**src/rtl/control_sequencer_if.sv**
```systemverilog
// Control bus between the SAP-1 sequencer and the datapath blocks it steers.
interface control_sequencer_if;
    logic [3:0] ir_op;
    logic [5:0] t_state;
    logic       Cp;
    logic       Ep;
    logic       Lm;
    logic       CE;
    logic       Li;
    logic       Ei;
    logic       La;
    logic       Ea;
    logic       Su;
    logic       Eu;
    logic       Lb;
    logic       Lo;
    logic       halted;
    logic       instr_done;

    modport master (
        input  ir_op,
        output t_state, Cp, Ep, Lm, CE, Li, Ei, La, Ea, Su, Eu, Lb, Lo, halted, instr_done
    );

    modport slave (
        output ir_op,
        input  t_state, Cp, Ep, Lm, CE, Li, Ei, La, Ea, Su, Eu, Lb, Lo, halted, instr_done
    );
endinterface

```
**src/rtl/control_sequencer.sv**
```systemverilog
// SAP-1 controller-sequencer: T1..T6 ring plus absorbing HALT, with a
// combinational control-word decode of the current T-state and opcode.
module control_sequencer #(
    parameter logic [3:0] OP_LDA = 4'b0000,
    parameter logic [3:0] OP_ADD = 4'b0001,
    parameter logic [3:0] OP_SUB = 4'b0010,
    parameter logic [3:0] OP_OUT = 4'b1110,
    parameter logic [3:0] OP_HLT = 4'b1111
) (
    input logic                 clk,
    input logic                 rst,
    control_sequencer_if.master bus
);

    typedef enum logic [2:0] {
        ST_T1   = 3'd0,
        ST_T2   = 3'd1,
        ST_T3   = 3'd2,
        ST_T4   = 3'd3,
        ST_T5   = 3'd4,
        ST_T6   = 3'd5,
        ST_HALT = 3'd6
    } state_t;

    typedef struct packed {
        logic cp;
        logic ep;
        logic lm;
        logic ce;
        logic li;
        logic ei;
        logic la;
        logic ea;
        logic su;
        logic eu;
        logic lb;
        logic lo;
    } ctrl_t;

    state_t     state_r;
    state_t     state_next_s;
    ctrl_t      ctrl_s;
    ctrl_t      ctrl_out_s;
    logic [5:0] t_state_s;
    logic       halted_s;
    logic       done_s;

    // State register; reset forces T1 without waiting for a clock edge.
    always_ff @(posedge clk or negedge rst) begin
        if (!rst) begin
            state_r <= ST_T1;
        end else begin
            state_r <= state_next_s;
        end
    end

    // Next-state and control-word decode.
    always_comb begin
        state_next_s = state_r;
        ctrl_s       = '0;
        t_state_s    = 6'b000000;
        case (state_r)
            ST_T1: begin
                state_next_s = ST_T2;
                t_state_s    = 6'b000001;
                ctrl_s.ep    = 1'b1;
                ctrl_s.lm    = 1'b1;
            end
            ST_T2: begin
                state_next_s = ST_T3;
                t_state_s    = 6'b000010;
                ctrl_s.cp    = 1'b1;
            end
            ST_T3: begin
                state_next_s = ST_T4;
                t_state_s    = 6'b000100;
                ctrl_s.ce    = 1'b1;
                ctrl_s.li    = 1'b1;
            end
            ST_T4: begin
                t_state_s = 6'b001000;
                if (bus.ir_op == OP_HLT) begin
                    state_next_s = ST_HALT;
                end else begin
                    state_next_s = ST_T5;
                end
                case (bus.ir_op)
                    OP_LDA, OP_ADD, OP_SUB: begin
                        ctrl_s.ei = 1'b1;
                        ctrl_s.lm = 1'b1;
                    end
                    OP_OUT: begin
                        ctrl_s.ea = 1'b1;
                        ctrl_s.lo = 1'b1;
                    end
                    default: ctrl_s = '0;
                endcase
            end
            ST_T5: begin
                state_next_s = ST_T6;
                t_state_s    = 6'b010000;
                case (bus.ir_op)
                    OP_LDA: begin
                        ctrl_s.ce = 1'b1;
                        ctrl_s.la = 1'b1;
                    end
                    OP_ADD, OP_SUB: begin
                        ctrl_s.ce = 1'b1;
                        ctrl_s.lb = 1'b1;
                    end
                    default: ctrl_s = '0;
                endcase
            end
            ST_T6: begin
                state_next_s = ST_T1;
                t_state_s    = 6'b100000;
                case (bus.ir_op)
                    OP_ADD: begin
                        ctrl_s.eu = 1'b1;
                        ctrl_s.la = 1'b1;
                    end
                    OP_SUB: begin
                        ctrl_s.su = 1'b1;
                        ctrl_s.eu = 1'b1;
                        ctrl_s.la = 1'b1;
                    end
                    default: ctrl_s = '0;
                endcase
            end
            ST_HALT: begin
                state_next_s = ST_HALT;
            end
            default: begin
                state_next_s = ST_T1;
            end
        endcase
    end

    // Hold every strobe low while reset is asserted, even though the ring already reads T1.
    always_comb begin
        if (rst) begin
            ctrl_out_s = ctrl_s;
            halted_s   = (state_r == ST_HALT);
            done_s     = (state_r == ST_T6);
        end else begin
            ctrl_out_s = '0;
            halted_s   = 1'b0;
            done_s     = 1'b0;
        end
    end

    assign bus.t_state    = t_state_s;
    assign bus.Cp         = ctrl_out_s.cp;
    assign bus.Ep         = ctrl_out_s.ep;
    assign bus.Lm         = ctrl_out_s.lm;
    assign bus.CE         = ctrl_out_s.ce;
    assign bus.Li         = ctrl_out_s.li;
    assign bus.Ei         = ctrl_out_s.ei;
    assign bus.La         = ctrl_out_s.la;
    assign bus.Ea         = ctrl_out_s.ea;
    assign bus.Su         = ctrl_out_s.su;
    assign bus.Eu         = ctrl_out_s.eu;
    assign bus.Lb         = ctrl_out_s.lb;
    assign bus.Lo         = ctrl_out_s.lo;
    assign bus.halted     = halted_s;
    assign bus.instr_done = done_s;

endmodule
```
**src/flat_wrapper.sv**
```systemverilog
// flat-port wrapper written by rule: the top's interface ports become plain ports
module control_sequencer_flat 
#(
    parameter logic [3:0] OP_LDA = 4'b0000,
    parameter logic [3:0] OP_ADD = 4'b0001,
    parameter logic [3:0] OP_SUB = 4'b0010,
    parameter logic [3:0] OP_OUT = 4'b1110,
    parameter logic [3:0] OP_HLT = 4'b1111
)
  (clk, rst, bus_ir_op, bus_t_state, bus_Cp, bus_Ep, bus_Lm, bus_CE, bus_Li, bus_Ei, bus_La, bus_Ea, bus_Su, bus_Eu, bus_Lb, bus_Lo, bus_halted, bus_instr_done);
  control_sequencer_if bus_i ();
  input logic clk;
  input logic rst;
  input wire logic [$bits(bus_i.ir_op)-1:0] bus_ir_op;
  output wire logic [$bits(bus_i.t_state)-1:0] bus_t_state;
  output wire logic [$bits(bus_i.Cp)-1:0] bus_Cp;
  output wire logic [$bits(bus_i.Ep)-1:0] bus_Ep;
  output wire logic [$bits(bus_i.Lm)-1:0] bus_Lm;
  output wire logic [$bits(bus_i.CE)-1:0] bus_CE;
  output wire logic [$bits(bus_i.Li)-1:0] bus_Li;
  output wire logic [$bits(bus_i.Ei)-1:0] bus_Ei;
  output wire logic [$bits(bus_i.La)-1:0] bus_La;
  output wire logic [$bits(bus_i.Ea)-1:0] bus_Ea;
  output wire logic [$bits(bus_i.Su)-1:0] bus_Su;
  output wire logic [$bits(bus_i.Eu)-1:0] bus_Eu;
  output wire logic [$bits(bus_i.Lb)-1:0] bus_Lb;
  output wire logic [$bits(bus_i.Lo)-1:0] bus_Lo;
  output wire logic [$bits(bus_i.halted)-1:0] bus_halted;
  output wire logic [$bits(bus_i.instr_done)-1:0] bus_instr_done;
  assign bus_i.ir_op = bus_ir_op;
  assign bus_t_state = bus_i.t_state;
  assign bus_Cp = bus_i.Cp;
  assign bus_Ep = bus_i.Ep;
  assign bus_Lm = bus_i.Lm;
  assign bus_CE = bus_i.CE;
  assign bus_Li = bus_i.Li;
  assign bus_Ei = bus_i.Ei;
  assign bus_La = bus_i.La;
  assign bus_Ea = bus_i.Ea;
  assign bus_Su = bus_i.Su;
  assign bus_Eu = bus_i.Eu;
  assign bus_Lb = bus_i.Lb;
  assign bus_Lo = bus_i.Lo;
  assign bus_halted = bus_i.halted;
  assign bus_instr_done = bus_i.instr_done;
  control_sequencer #(.OP_LDA(OP_LDA), .OP_ADD(OP_ADD), .OP_SUB(OP_SUB), .OP_OUT(OP_OUT), .OP_HLT(OP_HLT)) u_core (.clk(clk), .rst(rst), .bus(bus_i));
endmodule
```
**config.mk**
```make
export PLATFORM = sky130hd
export DESIGN_NAME = control_sequencer_flat
export DESIGN_NICKNAME = d
export VERILOG_FILES = /design/src/rtl/control_sequencer_if.sv /design/src/rtl/control_sequencer.sv /design/src/flat_wrapper.sv
export SDC_FILE = /design/constraint.sdc
export NUM_CORES = 1
export LEC_CHECK = 0
export CORE_AREA = 8 8 45 47
export DETAILED_ROUTE_END_ITERATION = 8
export DIE_AREA = 0 0 53 55
export HOLD_SLACK_MARGIN = 0.02
export MAX_ROUTING_LAYER = met4
export PLACE_DENSITY = 0.67
export SYNTH_ARGS = -nofsm -noshare
export SYNTH_HDL_FRONTEND = slang
export SYNTH_SLANG_ARGS = --single-unit
```
**constraint.sdc**
```tcl
create_clock -name clk -period 2.05 [get_ports clk]
set_clock_uncertainty 0.1 [all_clocks]
set_input_delay 0.41 -clock clk [delete_from_list [all_inputs] [get_ports clk]]
set_output_delay 0.41 -clock clk [all_outputs]
set_load 0.02 [all_outputs]
```
After elaboration in Yosys (flattened, before gate mapping)
Index checks and enable logic that the tools add are counted.
{"block": "word_totals", "reg_bits": 3, "inputBits": 6, "word_cells": 30}
{"block": "classes", "n_mux": 15, "n_eq_ne": 10, "reduce_logical": 4}
{"cell": "6-bit one-hot mux with 6 select lines", "count": 1}
{"cell": "7-bit one-hot mux with 3 select lines", "count": 1}
{"cell": "3-bit one-hot mux with 6 select lines", "count": 1}
{"cell": "12-bit 2-to-1 mux", "count": 1}
{"cell": "3-bit equality test, second input constant", "count": 3}
{"cell": "4-bit equality test, second input constant", "count": 2}
{"cell": "1-bit 2-to-1 mux", "count": 8}
{"cell": "2-bit one-hot mux with 2 select lines", "count": 2}
{"cell": "3-bit by 2-bit equality test with 1-bit output, second input constant", "count": 2}
{"cell": "4-bit by 1-bit equality test with 1-bit output, second input constant", "count": 1}
{"cell": "4-bit by 2-bit equality test with 1-bit output, second input constant", "count": 1}
{"cell": "4-bit zero test", "count": 1}
{"cell": "3-bit by 1-bit equality test with 1-bit output, second input constant", "count": 1}
{"cell": "3-bit zero test", "count": 1}
{"cell": "3-bit OR reduction", "count": 1}
{"cell": "2-bit 2-to-1 mux", "count": 1}
{"cell": "2-bit OR reduction", "count": 1}

Logic depth before layout (Yosys ltp)
{"block": "depth", "ltp_word": 5, "mapped_depth": 6, "mapped_depth_nobuf": 5}

Worst setup path before layout
OpenSTA, ideal clock, no wires.
{"block": "synth_path", "path_kind": "register to output", "start": "register u_core.state_r[2]", "end": "output bus_Lo", "arrival_time_ns": 1.501, "t_required_ns": 1.540, "stages_incl_launch_ff": 6, "setup_slack_ns": 0.039, "n_path_buf": 2, "path_cell_list": "dfrtp_1 -> buf_6 -> nor2b_4 -> nand2_4 -> nor3_1 -> buf_4"}
{"block": "synth_via", "elab_chain_cells": 3, "word_cells_on_any_way": 5, "classes_between": "3 x eq/ne; 2 x mux"}
{"item": "start: declaration", "line_no": "control_sequencer.sv:40", "text": "state_t state_r;"}
{"item": "start signal: assignment", "line_no": "control_sequencer.sv:53", "text": "state_r <= state_next_s;"}
{"item": "3-bit equality test / 3-bit by 2-bit equality test with 1-bit output (equally long branches)", "line_no": "control_sequencer.sv:62", "text": "case (state_r)"}
{"item": "7-bit one-hot mux with 3 select lines (*)", "line_no": "control_sequencer.sv:62"}
{"item": "12-bit 2-to-1 mux (*)", "line_no": "control_sequencer.sv:141", "text": "if (rst) begin"}
{"item": "end: declaration", "line_no": "flat_wrapper.sv:27", "text": "output wire logic [$bits(bus_i.Lo)-1:0] bus_Lo;"}
Mark *: on every way between the ends. The rest lies on a longest branch, timed or not.

Worst setup path in the final report
{"block": "layout_path", "start": "register u_core.state_r[1]", "end": "output bus_Lm"}
{"block": "layout_via", "elab_chain_cells": 3, "word_cells_on_any_way": 4, "classes_between": "1 x eq/ne; 2 x mux; 1 x reduce/logical"}
{"item": "3-bit by 2-bit equality test with 1-bit output / 3-bit zero test (equally long branches)", "line_no": "control_sequencer.sv:62"}
{"item": "2-bit one-hot mux with 2 select lines (*)", "line_no": "control_sequencer.sv:62"}
{"item": "12-bit 2-to-1 mux (*)", "line_no": "control_sequencer.sv:141"}
{"item": "end: declaration", "line_no": "flat_wrapper.sv:18", "text": "output wire logic [$bits(bus_i.Lm)-1:0] bus_Lm;"}
Marked as above.

==> results by group <==
Critical path
  • Critical Path AT: 1.46 ns
  • Type of element capturing the critical path: output pin
  • Crit path kind: reg -> out
  • Critical path data required time: 1.54 ns
  • Critical Path Max Stage Delay: 0.44 ns
  • CP Max Fanout: 5
  • Cell-by-cell trace of the critical path: nor2b_4, nand2_4, inv_2, and3_4, or2_1, buf_2
  • Startpoint Class: register
  • Critical path's slowest cell: sky130_fd_sc_hd__dfrtp_2

STA
  • Minimum clock period after layout: 1.97 ns
  • Number of failing hold endpoints at the final stage: 0
  • Post-route setup TNS: 0 ns
  • Count of final max-slew check failures: 0
  • Worst Max-Slew Pin Slew: 0.217 ns
  • Final setup slack of the worst path: 0.0803 ns
  • Final setup violation count: 0
  • Hold_ws: 0.281 ns
  • Setup repair after global routing missed its margin: no
  • Final worst path period share: 96.1%
  • Worst slew slack as a fraction of its limit: 85.4%
  • Max Fclk: 0.508 GHz

Synth
  • Top flip-flop cell by instance count after synthesis: sky130_fd_sc_hd__dfrtp_1
  • Cell type contributing the most total cell area after synthesis: sky130_fd_sc_hd__dfrtp_1
  • Netlist area before placement: 384 um^2
  • Number of flops mapped to enable cells by yosys: 0
  • Share of synthesized flip-flops with an asynchronous set or reset: 100%
  • Synthesized net count: 58
  • Area share of the leading cell type in the synthesized netlist: 19.5%
  • Flop and latch count out of synthesis: 3
  • Mean area per synthesized cell: 7.39 um^2
  • Gate Count Post-Synth: 52
  • Dominant cells by area after synthesis: sky130_fd_sc_hd__dfrtp_1 (20%), sky130_fd_sc_hd__nor2b_4 (7.2%), sky130_fd_sc_hd__nor3_1 (6.5%)
  • Share of the yosys chip area belonging to registers: 19.5%
  • Synth unique cells: 27
  • Synth top cells by count: sky130_fd_sc_hd__nand2_1 (6), sky130_fd_sc_hd__nor2_1 (6), sky130_fd_sc_hd__nor3_1 (5)
  • Total number of yosys warnings: 0

Global route
  • Antenna violations before repair: 0
  • Total global routing overflow: 0
  • Pin count of the biggest net entering global routing: 11
  • Global-route wire length before repair: 2030 um
  • Number of global-route vias before repair: 509
  • GRT Overall Usage: 9.52%

Drt
  • First drt pass iteration count: 3
  • DRT antenna net count: 0
  • Initial DRC count: 4
  • Vias after detailed routing: 497
  • Total length of routed wires: 1230 um
  • Wire length per cell: 11.4 um
  • DRC errors left: 0
  • Via-per-instance ratio: 4.60

Power
  • Logic pwr share: 69.1%
  • Total chip power: 0.876 mW
  • Reported net switching power: 0.403 mW
  • Net switching share of the total power: 46.0%
  • Total power density per cell area: 1200 nW/um^2
  • Worst VDD drop: 0.494 mV
  • Sequential share of power: 19.1%
  • LEAKAGE: 0.393 nW
  • Int Power: 0.473 mW
  • Part of the power in the clock network: 11.7%

CTS
  • Clock edge transition at the registers on the reported setup and hold paths: 0.04 ns
  • H-tree levels: 1
  • Maximum buffer depth of the clock tree: 2
  • Clock tree from TritonCTS: done
  • Skew-Pair Late Insertion Delay: 0.23 ns
  • CTS root buf: sky130_fd_sc_hd__clkbuf_4
  • Hold buffer count at CTS: 0
  • Sink Count: 3
  • Setup bufs post-CTS: 0
  • Cts bufs inserted: 3

Die
  • Core box area: 1380 um^2
  • Initial core utilization: 27.8%
  • Die Ht: 55 um
  • I/O pins: 26
  • Number of rows created at floorplan: 14
  • Floorplan die area: 2920 um^2
  • Die boundary width: 53 um

Finish
  • Antenna diode count: 0
  • Layout area overhead: 89.6%
  • Registers with the most flip-flops: u_core.state_r x3
  • Number of nets in the layout: 99
  • Largest Register: u_core.state_r
  • Flip-flop count of the largest register after layout: 3
  • Proportion of layout cells with a drive suffix above 1: 41.3%
  • Final Cell Area: 728 um^2

Placed design
  • Routability congestion estimate from global placement: 0.836
  • Post-placement worst setup slack: -0.537 ns
  • DP HPWL: 1040 um
  • # port buffers: 25
  • Total cell area at the placement stage: 741 um^2

Run
  • Max-cap violations: 0

Outcome
  • Result of the run: complete, no violations

Hold path
  • Worst hold-check path type: in -> async
worst max-delay path: cells and delay by family, from the launching register on:
kind,cells,cell delay (ns)
and+or+nand+nor,4,0.60
DFF,1,0.44
buffers and inverters,2,0.20
layer usage:
| layer | global-route usage, % | wire length, um | up-vias |
|---|---|---|---|
| met5 | - | 0 | - |
| li1 | - | - | 258 |
| met4 | 4.31 | 5 | 0 |
| met1 | 8.83 | 522 | 217 |
| met2 | 16.4 | 578 | 20 |
| met3 | 4.55 | 125 | 2 |
stage by stage:
| step | utilization [%] | instances |
|---|---|---|
| finish | 52.6 | 108 |
| global route | 52.6 | 108 |
| global placement | 53.5 | 104 |
| floorplan | - | 52 |
| detailed placement | 53.5 | 104 |
| CTS | 53.5 | 108 |
what timing repair did:
item,4_1_cts,5_1_grt
endpoints found under the setup margin,20,6
resized for setup,46,12
pin swaps,1,0
hold endpoints to repair,0,0
cells in the final DEF, fill, tap and decap left out, types with 3 or more instances in the layout:
cell type / synthesis / layout
sky130_fd_sc_hd__nor3_1: 5 / 4
sky130_fd_sc_hd__nor2_1: 6 / 6
sky130_fd_sc_hd__dfrtp_2: 0 / 3
sky130_fd_sc_hd__dlygate4sd2_1: 0 / 15
sky130_fd_sc_hd__clkbuf_2: 0 / 4
sky130_fd_sc_hd__clkbuf_4: 0 / 3
sky130_fd_sc_hd__buf_4: 1 / 18
sky130_fd_sc_hd__nand2_1: 6 / 6
cells by family (layout without fill, tap and decap cells):
group	after synthesis	after routing	share of synthesized area, %
xor+xnor	1	1	2.28
flops	3	3	19.5
buf+inv	8	48	11.7
compound gates	6	6	8.47
simple gates	34	34	58.0
worst paths after layout:
check,from,to,slack [ns],cells past startpoint
max,u_core.state_r[1],bus_Lm,0.08,6
min,rst,u_core.state_r[0],0.28,3
max reg2reg,u_core.state_r[0],u_core.state_r[1],0.93,4
min in group clk,u_core.state_r[2],u_core.state_r[2],0.53,2
max in group asynchronous,rst,u_core.state_r[1],1.46,3
min reg2reg,u_core.state_r[2],u_core.state_r[2],0.53,2
power groups by stage:
stage               registers [mW]  logic [mW]  clock network, mW
CTS                          0.169       0.616              0.109
floorplan                   0.0982       0.412                  0
global route                 0.177       0.670              0.121
global placement             0.163       0.667                  0
detailed placement           0.162       0.678                  0
finish                       0.168       0.606              0.103
area by class of cell:
| class | count | area (um^2) |
|---|---|---|
| inverters | 3 | 11.3 |
| fillers | 151 | 656 |
| flip-flops and latches | 3 | 78.8 |
| repair buffers | 41 | 317 |
| clock buffers | 4 | 26.3 |
| well taps | 16 | 20.0 |
| multi-input cells | 41 | 275 |
Note: power is estimated with default switching activity, not from simulation.
==> RTL change: new RTL, config.mk and constraints unchanged <==
The 7 states of `state_t` get a one-hot encoding in 7 bits.
--- a/src/rtl/control_sequencer.sv
+++ b/src/rtl/control_sequencer.sv
@@ -14,10 +14,10 @@
 
-    typedef enum logic [2:0] {
-        ST_T1   = 3'd0,
-        ST_T2   = 3'd1,
-        ST_T3   = 3'd2,
-        ST_T4   = 3'd3,
-        ST_T5   = 3'd4,
-        ST_T6   = 3'd5,
-        ST_HALT = 3'd6
+    typedef enum logic [6:0] {
+        ST_T1   = 7'b0000001,
+        ST_T2   = 7'b0000010,
+        ST_T3   = 7'b0000100,
+        ST_T4   = 7'b0001000,
+        ST_T5   = 7'b0010000,
+        ST_T6   = 7'b0100000,
+        ST_HALT = 7'b1000000
     } state_t;
Function: same outputs for any inputs over 10 cycles, from zero or initial values and one cycle with rst low; not proved beyond that.
==> RTL change against the original RTL <==
  * The flow now finishes with violations (negative setup slack)
  * Final area is 76% higher
  * Worst setup slack lost 290 ps
  * Total power increased by 48%
  * Die area unchanged
  * Sequential cell count grew 4
  * Via count increased by 77%
  * Synthesized area grew 57%
  * Routed wire length grew to 2.7 times the old value
  * Highest routed layer unchanged
==> RTL change: results (changes against the original RTL) <==
sequential element share of the synthesized area 0.292 (was 0.195); Max VDD drop 1.10 mV (was 0.494 mV); post-synth net total 80 (was 58); share of cells above drive strength 1 0.667 (was 0.413); reg2reg setup slack 440 ps (was 930 ps); DR vias/cell 5.84 (was 4.60); gpl congestion 0.782 (was 0.836); Critical Path AT 1750 ps (was 1460 ps); Routed WL 3.29 mm (was 1.23 mm); synth top area cells dfrtp_1, nor2_1, nor2b_1, nand2_1, dfstp_2 (was dfrtp_1, nor2b_4, nor3_1, nand2_1, nor2_1); Largest regs u_core.state_r: 7 flops (was u_core.state_r: 3 flops); RR Startpoint u_core.state_r[4] (was u_core.state_r[0]); slack of the critical path -206 ps (was 80.3 ps); pin count of the biggest net entering global routing 9 (was 11); HPWL after DPL 1.77 mm (was 1.04 mm); leakage power 0.614 nW (was 0.393 nW); Final setup viols 16 (was 0); drt pass-1 iters 4 (was 3); filler cell count 48 (was 151); count of different cell masters after synthesis 31 (was 27); vias in the first global route 843 (was 509); Slew headroom 0.786 (was 0.854); critical path peak fanout 4 (was 5); failing checks negative setup slack; top post-synthesis cells by count nor2_1, nand2_1, dfrtp_1 (was nand2_1, nor2_1, nor3_1); Placement Cell Area 1060 um2 (was 741 um2); GRT Util Overall 0.201 (was 0.0952); status finished with violations (was finished, final reports clean)
==> RTL change: changes by cell type in the layout (fill, tap and decap cells not counted), sizes merged, moves of 3 or more <==
cell | before | now
dlygate4sd2 | 15 | 5
nor3 | 5 | 2
nand3 | 0 | 3
clkbuf | 8 | 4
nor2 | 6 | 11
and4bb | 0 | 3
buf | 20 | 53
dfrtp | 3 | 6
==> RTL change: kinds of logic (layout without fill, tap and decap cells) <==
| kind of cell | Yosys count | after routing | share of synthesized area |
|---|---|---|---|
| flops | 7 | 7 | 0.292 |
| buf+inv | 9 | 70 | 0.0683 |
| xor+xnor | 2 | 2 | 0.0290 |
| simple gates | 48 | 48 | 0.520 |
| compound gates | 7 | 7 | 0.0725 |
| mux | 1 | 1 | 0.0186 |
==> RTL change: power groups by stage <==
| stage | Clock (mW) | Sequential, mW | Combinational (mW) |
|---|---|---|---|
| floorplan | 0 | 0.209 | 0.352 |
| global placement | 0 | 0.232 | 0.622 |
| detailed placement | 0 | 0.235 | 0.643 |
| CTS | 0.136 | 0.241 | 0.812 |
| global route | 0.150 | 0.256 | 0.951 |
| finish | 0.134 | 0.254 | 0.906 |
==> RTL change: how the worst max path moves through the flow <==
stage | start | endpoint | slack, ps | depth (start not counted)
final | u_core.state_r[4] | bus_Ea | -210 | 4
after global placement | rst | bus_La | -590 | 5
after floorplan | u_core.state_r[5] | bus_Lo | -3 | 4
after CTS | u_core.state_r[5] | bus_Lo | -140 | 4
after global routing | u_core.state_r[4] | bus_Ea | -290 | 4
after detailed placement | rst | bus_CE | -590 | 6
==> RTL change: final cells by class <==
cell class / count / share of cell area
clock buffer: 4 / 0.0205
inverter: 5 / 0.0146
multi-input combinational: 58 / 0.385
sequential: 7 / 0.140
tap: 16 / 0.0156
timing repair buffer: 61 / 0.424
==> RTL change: routing by layer <==
layer  vias to the layer above  global-route usage  routed length, um
met1                       423               0.205               1230
li1                        387                   -                  -
met3                        18              0.0428                183
met5                         -                   -                  0
met2                        54               0.361               1690
met4                         0              0.0905                183
==> RTL change: through the flow <==
stage | power (mW) | cells | setup slack (ps)
4_1_cts | 1.19 | 149 | -141
3_5_place_dp | 0.877 | 137 | -593
6_report | 1.29 | 151 | -206
2_1_floorplan | 0.561 | 74 | -3.33
5_1_grt | 1.36 | 151 | -293
3_3_place_gp | 0.853 | 137 | -586
==> RTL change: repair_timing <==
| action | in CTS | in global routing |
|---|---|---|
| gates resized for setup | 122 | 27 |
| hold buffers | 0 | 0 |
| endpoints found under the setup margin | 20 | 20 |
| setup buffers | 8 | 4 |
| pin swaps | 13 | 10 |
